==> config.mk <==
export PLATFORM = sky130hd
export DESIGN_NAME = ai_wb_frontend_flat
export DESIGN_NICKNAME = d
export VERILOG_FILES = /design/src/rtl/ai_accel_pkg.sv /design/src/rtl/ai_wb_frontend_if.sv /design/src/rtl/ai_sync_fifo.sv /design/src/rtl/ai_wb_frontend.sv /design/src/flat_wrapper.sv
export SDC_FILE = /design/constraint.sdc
export NUM_CORES = 1
export LEC_CHECK = 0
export ABC_AREA = 1
export CORE_UTILIZATION = 55
export DETAILED_ROUTE_END_ITERATION = 8
export GPL_ROUTABILITY_DRIVEN = 0
export HOLD_SLACK_MARGIN = 0.03
export PLACE_DENSITY = 0.78
export SLEW_MARGIN = 20
export SYNTH_ARGS = -nofsm -noshare
export SYNTH_HDL_FRONTEND = slang
export SYNTH_SLANG_ARGS = --single-unit
==> constraint.sdc <==
create_clock -name wb_clk_i -period 4.9 [get_ports wb_clk_i]
set_clock_uncertainty 0.1 [all_clocks]
set_input_delay 1.47 -clock wb_clk_i [delete_from_list [all_inputs] [get_ports wb_clk_i]]
set_output_delay 1.47 -clock wb_clk_i [all_outputs]
set_load 0.1 [all_outputs]
==> src/rtl/ai_accel_pkg.sv <==
// Shared constants for the AI accelerator Wishbone front end.
// Register map, CTRL/STATUS bit positions and datapath width.
package ai_accel_pkg;

    localparam int DATA_W = 32;

    localparam logic [7:0] REG_CTRL     = 8'h00;
    localparam logic [7:0] REG_STATUS   = 8'h04;
    localparam logic [7:0] REG_DATA_IN  = 8'h08;
    localparam logic [7:0] REG_DATA_OUT = 8'h0C;

    localparam int CTRL_EN     = 0;
    localparam int CTRL_CLR    = 1;
    localparam int CTRL_IRQ_EN = 2;

    localparam int ST_IN_CNT    = 0;
    localparam int ST_OUT_CNT   = 8;
    localparam int ST_IN_FULL   = 16;
    localparam int ST_OUT_EMPTY = 17;
    localparam int ST_OVF       = 18;
    localparam int ST_UNF       = 19;

    function automatic logic [DATA_W-1:0] byte_mask(input logic [3:0] sel);
        return {{8{sel[3]}}, {8{sel[2]}}, {8{sel[1]}}, {8{sel[0]}}};
    endfunction

endpackage

==> src/rtl/ai_wb_frontend_if.sv <==
// Wishbone slave port plus operand/result streams of the front end.
// Names keep the bus-facing i/o suffixes used by the SoC wrapper.
interface ai_wb_frontend_if;
    import ai_accel_pkg::*;

    logic              wb_cyc_i;
    logic              wb_stb_i;
    logic              wb_we_i;
    logic [3:0]        wbs_sel_i;
    logic [31:0]       wb_addr_i;
    logic [DATA_W-1:0] wb_data_i;
    logic [DATA_W-1:0] wb_data_o;
    logic              wb_ack;
    logic [DATA_W-1:0] op_data_o;
    logic              op_valid_o;
    logic              op_ready_i;
    logic [DATA_W-1:0] res_data_i;
    logic              res_valid_i;
    logic              res_ready_o;
    logic              irq_o;

    modport master (
        output wb_cyc_i, wb_stb_i, wb_we_i, wbs_sel_i, wb_addr_i, wb_data_i,
        input  wb_data_o, wb_ack,
        input  op_data_o, op_valid_o,
        output op_ready_i,
        output res_data_i, res_valid_i,
        input  res_ready_o, irq_o
    );

    modport slave (
        input  wb_cyc_i, wb_stb_i, wb_we_i, wbs_sel_i, wb_addr_i, wb_data_i,
        output wb_data_o, wb_ack,
        output op_data_o, op_valid_o,
        input  op_ready_i,
        input  res_data_i, res_valid_i,
        output res_ready_o, irq_o
    );

endinterface

==> src/rtl/ai_sync_fifo.sv <==
// Single-clock FIFO with occupancy count and synchronous flush.
// Push when full and pop when empty are ignored.
module ai_sync_fifo #(
    parameter int WIDTH = 32,
    parameter int DEPTH = 4
) (
    input  logic                     i_clk,
    input  logic                     i_rst_n,
    input  logic                     i_flush,
    input  logic                     i_push,
    input  logic                     i_pop,
    input  logic [WIDTH-1:0]         i_data,
    output logic [WIDTH-1:0]         o_data,
    output logic                     o_full,
    output logic                     o_empty,
    output logic [$clog2(DEPTH):0]   o_count
);
    localparam int AW = $clog2(DEPTH);
    localparam int CW = AW + 1;

    logic [WIDTH-1:0] r_mem [DEPTH];
    logic [AW-1:0]    r_wr;
    logic [AW-1:0]    r_rd;
    logic [CW-1:0]    r_cnt;
    logic             w_push;
    logic             w_pop;

    assign o_full  = (r_cnt == CW'(DEPTH));
    assign o_empty = (r_cnt == '0);
    assign o_count = r_cnt;
    assign o_data  = r_mem[r_rd];
    assign w_push  = i_push & ~o_full;
    assign w_pop   = i_pop & ~o_empty;

    always_ff @(posedge i_clk or negedge i_rst_n) begin
        if (!i_rst_n) begin
            for (int i = 0; i < DEPTH; i++) r_mem[i] <= '0;
            r_wr  <= '0;
            r_rd  <= '0;
            r_cnt <= '0;
        end else if (i_flush) begin
            r_wr  <= '0;
            r_rd  <= '0;
            r_cnt <= '0;
        end else begin
            if (w_push) begin
                r_mem[r_wr] <= i_data;
                r_wr        <= r_wr + AW'(1);
            end
            if (w_pop) r_rd <= r_rd + AW'(1);
            r_cnt <= r_cnt + CW'(w_push) - CW'(w_pop);
        end
    end

endmodule

==> src/rtl/ai_wb_frontend.sv <==
// Wishbone register window feeding the accelerator core through
// an operand FIFO and collecting its results in a result FIFO.
module ai_wb_frontend
    import ai_accel_pkg::*;
#(
    parameter logic [31:0] BASE_ADDR = 32'h3200_0000,
    parameter int          DEPTH     = 4
) (
    input logic             wb_clk_i,
    input logic             wb_rst_ni,
    ai_wb_frontend_if.slave bus
);
    localparam int CW = $clog2(DEPTH) + 1;

    logic              r_ack;
    logic [DATA_W-1:0] r_rdata;
    logic              r_en;
    logic              r_irq_en;
    logic              r_ovf;
    logic              r_unf;
    logic              r_irq;

    logic              w_req, w_wr, w_rd;
    logic [7:0]        w_off;
    logic              w_ctrl_wr, w_clear, w_st_wr;
    logic              w_push_req, w_pop_req;
    logic              w_op_xfer, w_res_xfer;
    logic              w_in_full, w_in_empty, w_out_full, w_out_empty;
    logic [CW-1:0]     w_in_cnt, w_out_cnt;
    logic [DATA_W-1:0] w_in_head, w_out_head, w_status, w_rd_val;

    assign w_off = bus.wb_addr_i[7:0];
    assign w_req = bus.wb_cyc_i & bus.wb_stb_i & ~r_ack
                 & (bus.wb_addr_i[31:8] == BASE_ADDR[31:8]);
    assign w_wr  = w_req & bus.wb_we_i;
    assign w_rd  = w_req & ~bus.wb_we_i;

    assign w_ctrl_wr  = w_wr & (w_off == REG_CTRL) & bus.wbs_sel_i[0];
    assign w_clear    = w_ctrl_wr & bus.wb_data_i[CTRL_CLR];
    assign w_st_wr    = w_wr & (w_off == REG_STATUS) & bus.wbs_sel_i[2];
    assign w_push_req = w_wr & (w_off == REG_DATA_IN);
    assign w_pop_req  = w_rd & (w_off == REG_DATA_OUT);

    // A clear discards whatever the core offers or takes on that edge
    assign w_op_xfer  = bus.op_valid_o & bus.op_ready_i & ~w_clear;
    assign w_res_xfer = bus.res_valid_i & ~w_out_full & ~w_clear;

    ai_sync_fifo #(.WIDTH(DATA_W), .DEPTH(DEPTH)) u_in_fifo (
        .i_clk   (wb_clk_i),
        .i_rst_n (wb_rst_ni),
        .i_flush (w_clear),
        .i_push  (w_push_req),
        .i_pop   (w_op_xfer),
        .i_data  (bus.wb_data_i & byte_mask(bus.wbs_sel_i)),
        .o_data  (w_in_head),
        .o_full  (w_in_full),
        .o_empty (w_in_empty),
        .o_count (w_in_cnt)
    );

    ai_sync_fifo #(.WIDTH(DATA_W), .DEPTH(DEPTH)) u_out_fifo (
        .i_clk   (wb_clk_i),
        .i_rst_n (wb_rst_ni),
        .i_flush (w_clear),
        .i_push  (w_res_xfer),
        .i_pop   (w_pop_req),
        .i_data  (bus.res_data_i),
        .o_data  (w_out_head),
        .o_full  (w_out_full),
        .o_empty (w_out_empty),
        .o_count (w_out_cnt)
    );

    always_comb begin
        w_status                      = '0;
        w_status[ST_IN_CNT +: CW]     = w_in_cnt;
        w_status[ST_OUT_CNT +: CW]    = w_out_cnt;
        w_status[ST_IN_FULL]          = w_in_full;
        w_status[ST_OUT_EMPTY]        = w_out_empty;
        w_status[ST_OVF]              = r_ovf;
        w_status[ST_UNF]              = r_unf;
        w_rd_val = '0;
        unique case (1'b1)
            w_off == REG_CTRL: begin
                w_rd_val[CTRL_EN]     = r_en;
                w_rd_val[CTRL_IRQ_EN] = r_irq_en;
            end
            w_off == REG_STATUS:   w_rd_val = w_status;
            w_off == REG_DATA_OUT: w_rd_val = w_out_empty ? '0 : w_out_head;
            default:               w_rd_val = '0;
        endcase
    end

    always_ff @(posedge wb_clk_i or negedge wb_rst_ni) begin
        if (!wb_rst_ni) begin
            r_ack    <= 1'b0;
            r_rdata  <= '0;
            r_en     <= 1'b0;
            r_irq_en <= 1'b0;
            r_ovf    <= 1'b0;
            r_unf    <= 1'b0;
            r_irq    <= 1'b0;
        end else begin
            r_ack   <= w_req;
            r_rdata <= w_rd ? w_rd_val : '0;
            r_irq   <= r_irq_en & ~w_out_empty;
            if (w_ctrl_wr) begin
                r_en     <= bus.wb_data_i[CTRL_EN];
                r_irq_en <= bus.wb_data_i[CTRL_IRQ_EN];
            end
            if (w_clear) begin
                r_ovf <= 1'b0;
                r_unf <= 1'b0;
            end else begin
                if (w_push_req & w_in_full) r_ovf <= 1'b1;
                else if (w_st_wr & bus.wb_data_i[ST_OVF]) r_ovf <= 1'b0;
                if (w_pop_req & w_out_empty) r_unf <= 1'b1;
                else if (w_st_wr & bus.wb_data_i[ST_UNF]) r_unf <= 1'b0;
            end
        end
    end

    assign bus.wb_ack      = r_ack;
    assign bus.wb_data_o   = r_rdata;
    assign bus.op_valid_o  = r_en & ~w_in_empty;
    assign bus.op_data_o   = w_in_head;
    assign bus.res_ready_o = ~w_out_full;
    assign bus.irq_o       = r_irq;

endmodule

==> src/flat_wrapper.sv <==
// flat-port wrapper written by rule: the top's interface ports become plain ports
module ai_wb_frontend_flat import ai_accel_pkg::*;
#(
    parameter logic [31:0] BASE_ADDR = 32'h3200_0000,
    parameter int          DEPTH     = 4
)
  (wb_clk_i, wb_rst_ni, bus_wb_cyc_i, bus_wb_stb_i, bus_wb_we_i, bus_wbs_sel_i, bus_wb_addr_i, bus_wb_data_i, bus_wb_data_o, bus_wb_ack, bus_op_data_o, bus_op_valid_o, bus_op_ready_i, bus_res_data_i, bus_res_valid_i, bus_res_ready_o, bus_irq_o);
  ai_wb_frontend_if bus_i ();
  input logic wb_clk_i;
  input logic wb_rst_ni;
  input wire logic [$bits(bus_i.wb_cyc_i)-1:0] bus_wb_cyc_i;
  input wire logic [$bits(bus_i.wb_stb_i)-1:0] bus_wb_stb_i;
  input wire logic [$bits(bus_i.wb_we_i)-1:0] bus_wb_we_i;
  input wire logic [$bits(bus_i.wbs_sel_i)-1:0] bus_wbs_sel_i;
  input wire logic [$bits(bus_i.wb_addr_i)-1:0] bus_wb_addr_i;
  input wire logic [$bits(bus_i.wb_data_i)-1:0] bus_wb_data_i;
  output wire logic [$bits(bus_i.wb_data_o)-1:0] bus_wb_data_o;
  output wire logic [$bits(bus_i.wb_ack)-1:0] bus_wb_ack;
  output wire logic [$bits(bus_i.op_data_o)-1:0] bus_op_data_o;
  output wire logic [$bits(bus_i.op_valid_o)-1:0] bus_op_valid_o;
  input wire logic [$bits(bus_i.op_ready_i)-1:0] bus_op_ready_i;
  input wire logic [$bits(bus_i.res_data_i)-1:0] bus_res_data_i;
  input wire logic [$bits(bus_i.res_valid_i)-1:0] bus_res_valid_i;
  output wire logic [$bits(bus_i.res_ready_o)-1:0] bus_res_ready_o;
  output wire logic [$bits(bus_i.irq_o)-1:0] bus_irq_o;
  assign bus_i.wb_cyc_i = bus_wb_cyc_i;
  assign bus_i.wb_stb_i = bus_wb_stb_i;
  assign bus_i.wb_we_i = bus_wb_we_i;
  assign bus_i.wbs_sel_i = bus_wbs_sel_i;
  assign bus_i.wb_addr_i = bus_wb_addr_i;
  assign bus_i.wb_data_i = bus_wb_data_i;
  assign bus_wb_data_o = bus_i.wb_data_o;
  assign bus_wb_ack = bus_i.wb_ack;
  assign bus_op_data_o = bus_i.op_data_o;
  assign bus_op_valid_o = bus_i.op_valid_o;
  assign bus_i.op_ready_i = bus_op_ready_i;
  assign bus_i.res_data_i = bus_res_data_i;
  assign bus_i.res_valid_i = bus_res_valid_i;
  assign bus_res_ready_o = bus_i.res_ready_o;
  assign bus_irq_o = bus_i.irq_o;
  ai_wb_frontend #(.BASE_ADDR(BASE_ADDR), .DEPTH(DEPTH)) u_core (.wb_clk_i(wb_clk_i), .wb_rst_ni(wb_rst_ni), .bus(bus_i));
endmodule
* Yosys cells after proc, flatten, opt, wreduce, memory -nomap -nowiden
Cells that the tools add are included.
** Storage, ports and cells
- Bits in registers :: 308
- Bits of input ports :: 107
- Output and inout bits :: 68
- Word-level logic and storage cells :: 126
** Operators by class
- Add/sub/neg operators :: 8
- Magnitude comparators :: 6
- Eq/ne operators :: 6
- Mux-type cells :: 34
- Bitwise operators :: 38
- Reduce and logical (&&, ||, !) cells :: 13
** Operators by type and width (number)
- 128-bit bitwise mux :: 2
- 32-bit 2-to-1 mux :: 8
- 32-bit binary-select mux with 2-bit select :: 2
- 32-bit demux with 2-bit select :: 2
- 29-bit one-hot mux with 2 select lines :: 1
- 32-bit AND :: 1
- 1-bit AND :: 26
- 24-bit by 22-bit equality test with 1-bit output (second input constant) :: 1
- 8-bit by 4-bit equality test with 1-bit output (second input constant) :: 2
- 2-bit 2-to-1 mux :: 8
- 3-bit >= comparator (second input constant) :: 4
- 2-bit NOT with 3-bit output :: 4
- 2-bit by 1-bit adder with 2-bit output (second input constant) :: 4
- 8-bit by 3-bit equality test with 1-bit output (second input constant) :: 1
- 8-bit zero test :: 1
- 2-bit nonzero test :: 4
- 1-bit NOT :: 7
- 3-bit by 1-bit adder with 3-bit output :: 2
- 3-bit equality test (second input constant) :: 2
- 3-bit zero test :: 2
- 3-bit by 1-bit less-than comparator with 1-bit output (second input constant) :: 2
- 1-bit 2-to-1 mux :: 6
- 3-bit 2-to-1 mux :: 2
- 1-bit one-hot mux with 3 select lines :: 2
- other kinds (5) :: 9

* Logic depth before layout (Yosys ltp)
Gate-level depths: netlist of run 1.
- Word-level depth :: 13
- Gate-level depth with buffers :: 20
- Mapped depth without buffers :: 17

* Cells and area by module
Synthesis of run 1 repeated with hierarchy kept, for this count alone.
** Second synthesis, totals
- Cells, all modules :: 1933
- Area total of the unflattened synthesis :: 15320.9 µm²
** By module, submodules not included
- ai_sync_fifo :: times used 2, cells each 809, area an instance 6561.3 µm², sequential area each 3378.2 µm²
- ai_wb_frontend :: times used 1, cells each 315, area an instance 2198.4 µm², sequential area each 950.9 µm²

* Worst setup path before layout of run 1
OpenSTA, ideal clock, no wires.
- Path type :: register to output
- From :: reg u_core.u_in_fifo.r_rd[0]
- To :: out bus_op_data_o[10]
- Data arrival time :: 2.665 ns
- Data required time :: 3.330 ns
- Setup slack :: 0.665 ns
- Stages on the path, launching flop included :: 7
- Path buffers :: 3
- Cell sequence :: dfrtp_1 > clkbuf_1 > inv_1 > clkbuf_1 > clkbuf_1 > o21ai_0 > o22ai_1
** Between the ends
- Cells in the longest elaborated chain, start to end :: 4
** Ends and longest elaborated chain
- from (decl) :: line ai_sync_fifo.sv:23 : logic [AW-1:0] r_rd;
- from (signal assigned) :: line ai_sync_fifo.sv:50 : if (w_pop) r_rd <= r_rd + AW'(1);
- 2-bit NOT with 3-bit output (implied by the code) :: line ai_sync_fifo.sv:31 : assign o_data = r_mem[r_rd];
- 32-bit binary-select mux with 2-bit select :: line ai_sync_fifo.sv:31
- 32-bit 2-to-1 mux (implied by the code) (2 in series) :: line ai_sync_fifo.sv:31
- to (decl) :: line flat_wrapper.sv:19 : output wire logic [$bits(bus_i.op_data_o)-1:0] bus_op_data_o;
No other way between the ends. The select of a mux whose other input is x is not followed.

* Worst setup path after layout of run 1
- From :: reg u_core.u_in_fifo.r_cnt[1], in the netlist u_core.u_in_fifo.o_count[1]
- To :: out bus_op_valid_o
** Between the ends
- Cells in the longest elaborated chain, start to end :: 3
** Ends and longest elaborated chain
- from (decl) :: line ai_sync_fifo.sv:24 : logic [CW-1:0] r_cnt;
- from (signal assigned) :: line ai_sync_fifo.sv:51 : r_cnt <= r_cnt + CW'(w_push) - CW'(w_pop);
- 3-bit zero test :: line ai_sync_fifo.sv:29 : assign o_empty = (r_cnt == '0);
- 1-bit NOT :: line ai_wb_frontend.sv:125 : assign bus.op_valid_o = r_en & ~w_in_empty;
- 1-bit AND :: line ai_wb_frontend.sv:125
- to (decl) :: line flat_wrapper.sv:20 : output wire logic [$bits(bus_i.op_valid_o)-1:0] bus_op_valid_o;
No other way between the ends.

==> results of run 1 <==
-- worst register-to-register path: cells and delay by family (launching register included) --
family	cells	cell delay, ns
simple gates	7	1.27
fa+ha+maj	3	0.81
flops	1	0.40
buf+inv	4	0.24
-- cell type report --
class	count	area, sq um
Clock buffer	48	965
Clock inverter	10	148
Timing Repair Buffer	213	2000
Sequential cell	308	7710
Fill cell	2225	9050
Multi-Input combinational cell	1372	6120
Inverter	101	385
Tap cell	341	427
-- cells by family after synthesis --
group                      after synthesis  synth area share (%)
and+or+nand+nor                       1147                  32.1
DFF                                    308                  51.5
buffers and inverters                  231                  7.72
AOI/OAI and AO/OA                      207                  7.24
adders and majority gates               14                  1.27
xor gates and xnor gates                 4                 0.234
-- metrics by stage --
| stage | util (%) | instances | hold WS, ns |
|---|---|---|---|
| floorplan | - | 1911 | 0.337 |
| global placement | 62.1 | 2335 | 0.347 |
| detailed placement | 62.1 | 2335 | 0.353 |
| CTS | 66.2 | 2393 | 0.367 |
| global route | 66.2 | 2393 | 0.382 |
| finish | 66.2 | 2393 | 0.363 |
-- synthesized netlist by cell type --
cell type / instances / area, sq um
nor3_1: 3 / 15.0
dfrtp_1: 308 / 7710
inv_6: 1 / 8.76
and2_0: 1 / 6.26
xnor2_1: 3 / 26.3
a21oi_1: 36 / 180
nand3_1: 20 / 100
nor2_1: 228 / 856
nor2_2: 1 / 6.26
nand4_2: 1 / 12.5
nand2_4: 4 / 45.0
o22ai_1: 38 / 238
xor2_1: 1 / 8.76
nor2_4: 7 / 78.8
inv_1: 96 / 360
clkinv_1: 1 / 3.75
fa_1: 2 / 40.0
or2_2: 2 / 12.5
nand4_1: 134 / 838
clkbuf_2: 2 / 10.0
clkbuf_1: 65 / 244
nand4_4: 1 / 21.3
ha_1: 12 / 150
nand2_1: 743 / 2790
nand3_2: 2 / 20.0
inv_2: 3 / 11.3
buf_2: 9 / 45.0
buf_1: 15 / 56.3
buf_6: 33 / 372
o21ai_0: 133 / 666
buf_4: 6 / 45.0
-- registers in the layout, indices dropped and copies added, names as in the netlist --
register                   count
u_core.u_in_fifo.r_mem       128
u_core.r_en                    1
u_core.u_in_fifo.r_rd          2
u_core.r_irq_en                1
u_core.bus.wb_data_o          32
u_core.u_out_fifo.r_rd         2
u_core.u_out_fifo.o_count      3
u_core.bus.irq_o               1
u_core.u_in_fifo.r_wr          2
u_core.u_out_fifo.r_wr         2
u_core.r_unf                   1
u_core.bus.wb_ack              1
u_core.u_in_fifo.o_count       3
u_core.u_out_fifo.r_mem      128
u_core.r_ovf                   1
-- power by group --
| group | leakage, nW | total [mW] | internal, mW | switching, mW |
|---|---|---|---|---|
| Sequential | 4.27 | 2.66 | 2.62 | 0.0439 |
| Combinational | 4.74 | 0.595 | 0.178 | 0.417 |
| Clock | 0.546 | 2.55 | 1.53 | 1.01 |
| Total | 9.56 | 5.81 | 4.33 | 1.48 |
-- placed cells by master, fill, tap and decap left out --
master and n:
nor2_2 1, ha_1 11, clkbuf_8 4, bufinv_16 3
buf_4 68, nor2_4 7, nand2_1 743, o21ai_0 133
ha_2 1, clkdlybuf4s50_1 141, clkinv_2 6, clkbuf_16 35
o22ai_1 38, inv_2 4, dfrtp_1 306, inv_1 95
xnor2_1 3, nand4_1 134, clkinv_8 2, buf_12 3
nand3_2 2, nand4_4 2, fa_1 2, buf_8 1
xor2_1 1, inv_6 1, dfrtp_2 2, nor3_1 3
a21oi_1 36, clkbuf_1 9, nand3_1 20, nand2_4 4
or2_2 2, nor2_1 228, and2_0 1
-- worst max-delay path by stage --
stage / endpoint / slack, ns / start / cells past startpoint
6_report: bus_op_valid_o / 0.73 / u_core.u_in_fifo.o_count[1]$_DFF_PN0_ / 3
5_1_grt: bus_op_data_o[19] / 0.66 / u_core.u_in_fifo.r_rd[1]$_DFFE_PN0P_ / 4
4_1_cts: bus_op_valid_o / 0.76 / u_core.u_in_fifo.o_count[1]$_DFF_PN0_ / 3
3_5_place_dp: u_core.u_out_fifo.o_count[1]$_DFF_PN0_ / 0.51 / bus_wb_cyc_i / 14
3_3_place_gp: u_core.u_out_fifo.o_count[1]$_DFF_PN0_ / 0.57 / bus_wb_addr_i[25] / 16
2_1_floorplan: bus_op_data_o[10] / 0.66 / u_core.u_in_fifo.r_rd[0]$_DFFE_PN0P_ / 6
-- layer usage --
layer | vias up | wire length (um)
met1 | 6502 | 16300
met4 | 0 | 989
met3 | 89 | 2940
met5 | - | 0
met2 | 566 | 20100
li1 | 6352 | -
==> flow_summary_export.csv, run 1 <==
group,metric,value,unit
timing,layout_min_cycle_time,4.17,ns
worst_hold_path,holdPathStages,2,
setup_path,endpoint_kind,"primary output",
route,viasPerCell,5.65,
clock_network,cts_root_buf,"clkbuf_16",
clock_network,cts.repair.resized,0,
synth,ys_seq_elements,308,
floorplanning,io_pins,175,
clock_network,cts_tree,"built",
synth,avgSynthCellArea,7.84,sq um
clock_network,cts_setup_buffers,0,
setup_path,required,3.33,ns
worst_hold_path,whs_endpoint,"u_core.u_out_fifo.r_mem[31]$_DFFE_PN0P_",
clock_network,path_clk_slew,0.06,ns
global_routing,grtUsageMet1,38.3,%
global_routing,grt_busiest_layer,"met2",
synth,synthDistinctLibCells,31,
power_and_ir_drop,vdd.ir_drop.worst,0.242,mV
timing,timing.final.hold_violations,0,
setup_path,arrival,2.60,ns
global_routing,met3_usage,5.01,%
setup_path,reg2reg_from,"u_core.bus.wb_ack$_DFF_PN0_",
placement,place_area,16600,sq um
timing,tightestPinTransition,1.07,ns
placement,io_buffer_count,174,
route,drcViolationCount,0,
timing,period_share,85.1,%
global_routing,antenna_found_initial,0,
clock_network,h-tree-depth,2,
cells_and_area,final_net_count,2151,
run,drv_cap,0,
setup_path,worstRegToRegCells,14,
clock_network,numCtsBuffers,34,
route,antenna_left,0,
route,initialDrtViolationCount,1446,
power_and_ir_drop,total_power,5.81,mW
synth,syn-num-nets,2032,
global_routing,grt_max_degree,123,
setup_path,worst_setup_path_start_kind,"register",
timing,rsz0062_at_grt,"false",
setup_path,slowest_stage,"clkdlybuf4s50_1",
floorplanning,start_util,55.9,%
power_and_ir_drop,leakage,9.56,nW
cells_and_area,final_cell_area,17800,sq um
route,dr.pass1.iters,5,
global_routing,gr-total-overflow,0,
setup_path,path_buf_inv,1,
global_routing,grt_usage,29.6,%
cells_and_area,drive_above_1_share,7.21,%
setup_path,r2r-end,"u_core.u_out_fifo.o_count[1]$_DFF_PN0_",
timing,fin_setup_tns,0,ns
run_status,status,"completed",
timing,slew_violations,0,
route,wl_per_cell,16.9,um
setup_path,path_cells,"nor2_1, a21oi_1, clkdlybuf4s50_1",
clock_network,clock_path_buffers,3,
clock_network,clock_latency,0.52,ns
setup_path,reg2reg_setup_slack,2.04,ns
cells_and_area,area_growth,18.6,%
setup_path,max_stage_delay,1.21,ns
floorplanning,die_area,27900,sq um
worst_hold_path,min_from,"u_core.u_out_fifo.r_mem[31]$_DFFE_PN0P_",
setup_path,crit_path_max_fanout,4,
placement,hpwl,24100,um
setup_path,path_class,"register to primary output",
clock_network,cts.sinks,308,
timing,worst_slack,0.731,ns
global_routing,grt_pass1_vias,13200,
synth,ys_seq_area_share,51.5,%
clock_network,ctsHoldBuffers,0,
power_and_ir_drop,power_density,327,nW/um^2
cells_and_area,antennaDiodeCount,0,
timing,slew_headroom,28.1,%
setup_path,path_delay_family,"buffers and inverters",
route,drt_wl_total,40400,um
synth,ys_warn_count,0,
timing,finalSetupViolCount,0,
placement,dp_worst_setup_slack,0.514,ns
timing,fmax,240,MHz
synth,synthCells,1911,
synth,synth_area,15000,sq um
floorplanning,die_x,167,um
route,vias,13500,
global_routing,grt_pass1_wl,67000,um
worst_hold_path,hp-class,"register to register",
global_routing,grtUsageMet2,50.8,%
floorplanning,fp-row-count,60,
floorplanning,die_h,167,um
floorplanning,core,26800,sq um
Power figures use the tool's default switching activity.
==> inputs of run 2 (changes only) <==
- CORE_ASPECT_RATIO: default -> 1.75
==> run 2 against run 1 <==
  * Core utilization up 0.69 points
  * Final cell count fell by 1.1%
  * Critical path type unchanged
  * Sequential cell count is the same
  * Fmax is 1.4% lower
  * Largest cell class unchanged
  * Sequential power about the same
  * Sequential share of layout area down 0.26 points
  * Count of clock-buffer cells in the layout shrank 3
  * Critical endpoint unchanged
  * Total power down 3.3%
  * Final area increased by 0.61%
  * Global-route usage is 0.16 points lower
==> flow_summary_export.csv, run 2 (synthesis gave the netlist of run 1 again) <==
group,metric,value,unit
run_status,status,"completed",
setup_path,endpoint_kind,"primary output",
setup_path,worstRegToRegCells,13,
global_routing,gr-total-overflow,0,
timing,slew_violations,0,
global_routing,antenna_found_initial,1,
floorplanning,die_x,127,um
floorplanning,fp-row-count,79,
clock_network,cts_tree,"built",
clock_network,clock_latency,0.56,ns
setup_path,crit_path_max_fanout,4,
clock_network,cts_setup_buffers,0,
placement,io_buffer_count,174,
timing,rsz0062_at_grt,"false",
route,wl_per_cell,17.1,um
setup_path,worst_setup_path_start_kind,"register",
timing,tightestPinTransition,1.06,ns
clock_network,cts.sinks,308,
timing,finalSetupViolCount,0,
route,viasPerCell,5.67,
setup_path,max_stage_delay,1.20,ns
route,drcViolationCount,0,
timing,timing.final.hold_violations,0,
route,dr.pass1.iters,5,
timing,layout_min_cycle_time,4.23,ns
route,drt_wl_total,40400,um
timing,worst_slack,0.670,ns
cells_and_area,area_growth,19.3,%
cells_and_area,final_cell_mix,"743 x nand2_1, 306 x dfrtp_1, 228 x nor2_1",
worst_hold_path,hp-class,"register to register",
cells_and_area,layout.cells.most_common,"nand2_1",
clock_network,cts_root_buf,"clkbuf_16",
setup_path,arrival,2.66,ns
clock_network,clock_path_buffers,3,
power_and_ir_drop,leakage,9.54,nW
placement,dp_worst_setup_slack,0.412,ns
route,antenna_left,0,
clock_network,path_clk_slew,0.06,ns
cells_and_area,final_cell_area,17900,sq um
setup_path,reg2reg_setup_slack,1.95,ns
floorplanning,die_area,27900,sq um
power_and_ir_drop,vdd.ir_drop.worst,0.412,mV
floorplanning,core,26700,sq um
cells_and_area,drive_above_1_share,6.91,%
timing,fmax,236,MHz
cells_and_area,final_cells,2366,
placement,dp_cells,2311,
global_routing,grt_pass1_vias,13000,
setup_path,required,3.33,ns
floorplanning,die_h,220,um
power_and_ir_drop,total_power,5.61,mW
setup_path,path_class,"register to primary output",
setup_path,cp-endpoint,"bus_op_valid_o",
cells_and_area,final_net_count,2139,
setup_path,path_cells,"nor2_1, a21oi_1, clkdlybuf4s50_1",
global_routing,grt_usage,29.4,%
clock_network,h-tree-depth,1,
clock_network,numCtsBuffers,29,
clock_network,ctsHoldBuffers,0,
setup_path,reg2reg_from,"u_core.bus.wb_ack$_DFF_PN0_",
floorplanning,start_util,56.1,%
global_routing,grt_max_degree,102,
timing,fin_setup_tns,0,ns
timing,period_share,86.3,%
setup_path,slowest_stage,"clkdlybuf4s50_1",
setup_path,r2r-end,"u_core.u_in_fifo.o_count[1]$_DFF_PN0_",
setup_path,cp-startpoint,"u_core.u_in_fifo.o_count[1]$_DFF_PN0_",
run,drv_cap,0,
clock_network,cts.repair.resized,0,
global_routing,grt_pass1_wl,65500,um
power_and_ir_drop,power_density,314,nW/um^2
placement,hpwl,25100,um
placement,place_area,16900,sq um
timing,slew_headroom,29.3,%
route,vias,13400,
floorplanning,io_pins,175,
route,initialDrtViolationCount,1077,
## run 2: cell count changes in the layout (fill, tap and decap cells not counted), sizes merged
cell and change:
clkbuf -3, buf -7, bufinv -1, clkinv -1
diode +1, clkinvlp +1
## run 2: critical path: cells and delay by family (launching register included)
| kind | cells | cell delay (ns) |
|---|---|---|
| buffers and inverters | 1 | 1.20 |
| DFF | 1 | 0.46 |
| AOI/OAI and AO/OA | 1 | 0.33 |
| and+or+nand+nor | 1 | 0.12 |
## run 2: through the flow
| stage | hold slack [ns] | utilization [%] |
|---|---|---|
| final | 0.365 | 66.9 |
| after global routing | 0.385 | 66.9 |
| after CTS | 0.369 | 66.9 |
| after detailed placement | 0.353 | 63.1 |
| after global placement | 0.348 | 63.1 |
| after floorplan | 0.337 | - |
## run 2: final cells by class
cell class | count | area, sq um
Fill cell | 2232 | 8830
Sequential cell | 308 | 7710
Multi-Input combinational cell | 1372 | 6120
Timing Repair Buffer | 206 | 2230
Clock buffer | 45 | 906
Tap cell | 324 | 405
Inverter | 101 | 385
Clock inverter | 9 | 101
Antenna cell | 1 | 2.50
## run 2: power breakdown
part           leakage (nW)  total, mW  switching (mW)  internal, mW
logic                  4.77      0.606           0.424         0.182
clock network         0.501       2.34           0.972          1.37
registers              4.27       2.66          0.0456          2.62
## run 2: worst min-delay path by stage
stage / end / startpoint / slack (ns) / cells after the start
after floorplan: u_core.u_in_fifo.r_mem[32]$_DFFE_PN0P_ / u_core.u_in_fifo.r_mem[32]$_DFFE_PN0P_ / 0.34 / 2
after global placement: u_core.u_out_fifo.r_mem[31]$_DFFE_PN0P_ / u_core.u_out_fifo.r_mem[31]$_DFFE_PN0P_ / 0.35 / 2
after detailed placement: u_core.u_out_fifo.r_mem[74]$_DFFE_PN0P_ / u_core.u_out_fifo.r_mem[74]$_DFFE_PN0P_ / 0.35 / 2
after CTS: u_core.u_out_fifo.r_mem[76]$_DFFE_PN0P_ / u_core.u_out_fifo.r_mem[76]$_DFFE_PN0P_ / 0.37 / 2
after global routing: u_core.u_out_fifo.r_mem[95]$_DFFE_PN0P_ / u_core.u_out_fifo.r_mem[95]$_DFFE_PN0P_ / 0.38 / 2
final: u_core.u_out_fifo.r_mem[76]$_DFFE_PN0P_ / u_core.u_out_fifo.r_mem[76]$_DFFE_PN0P_ / 0.36 / 2
## run 2: routing by layer
metal / up-vias / global-route usage (%) / wire length (um) / part of all wire (%)
met5: - / 0 / 0 / 0
met4: 0 / 11.6 / 1260 / 3.1
met3: 91 / 3.58 / 2300 / 5.7
met2: 512 / 55.3 / 21600 / 53
met1: 6470 / 34.0 / 15300 / 38
li1: 6331 / - / - / -
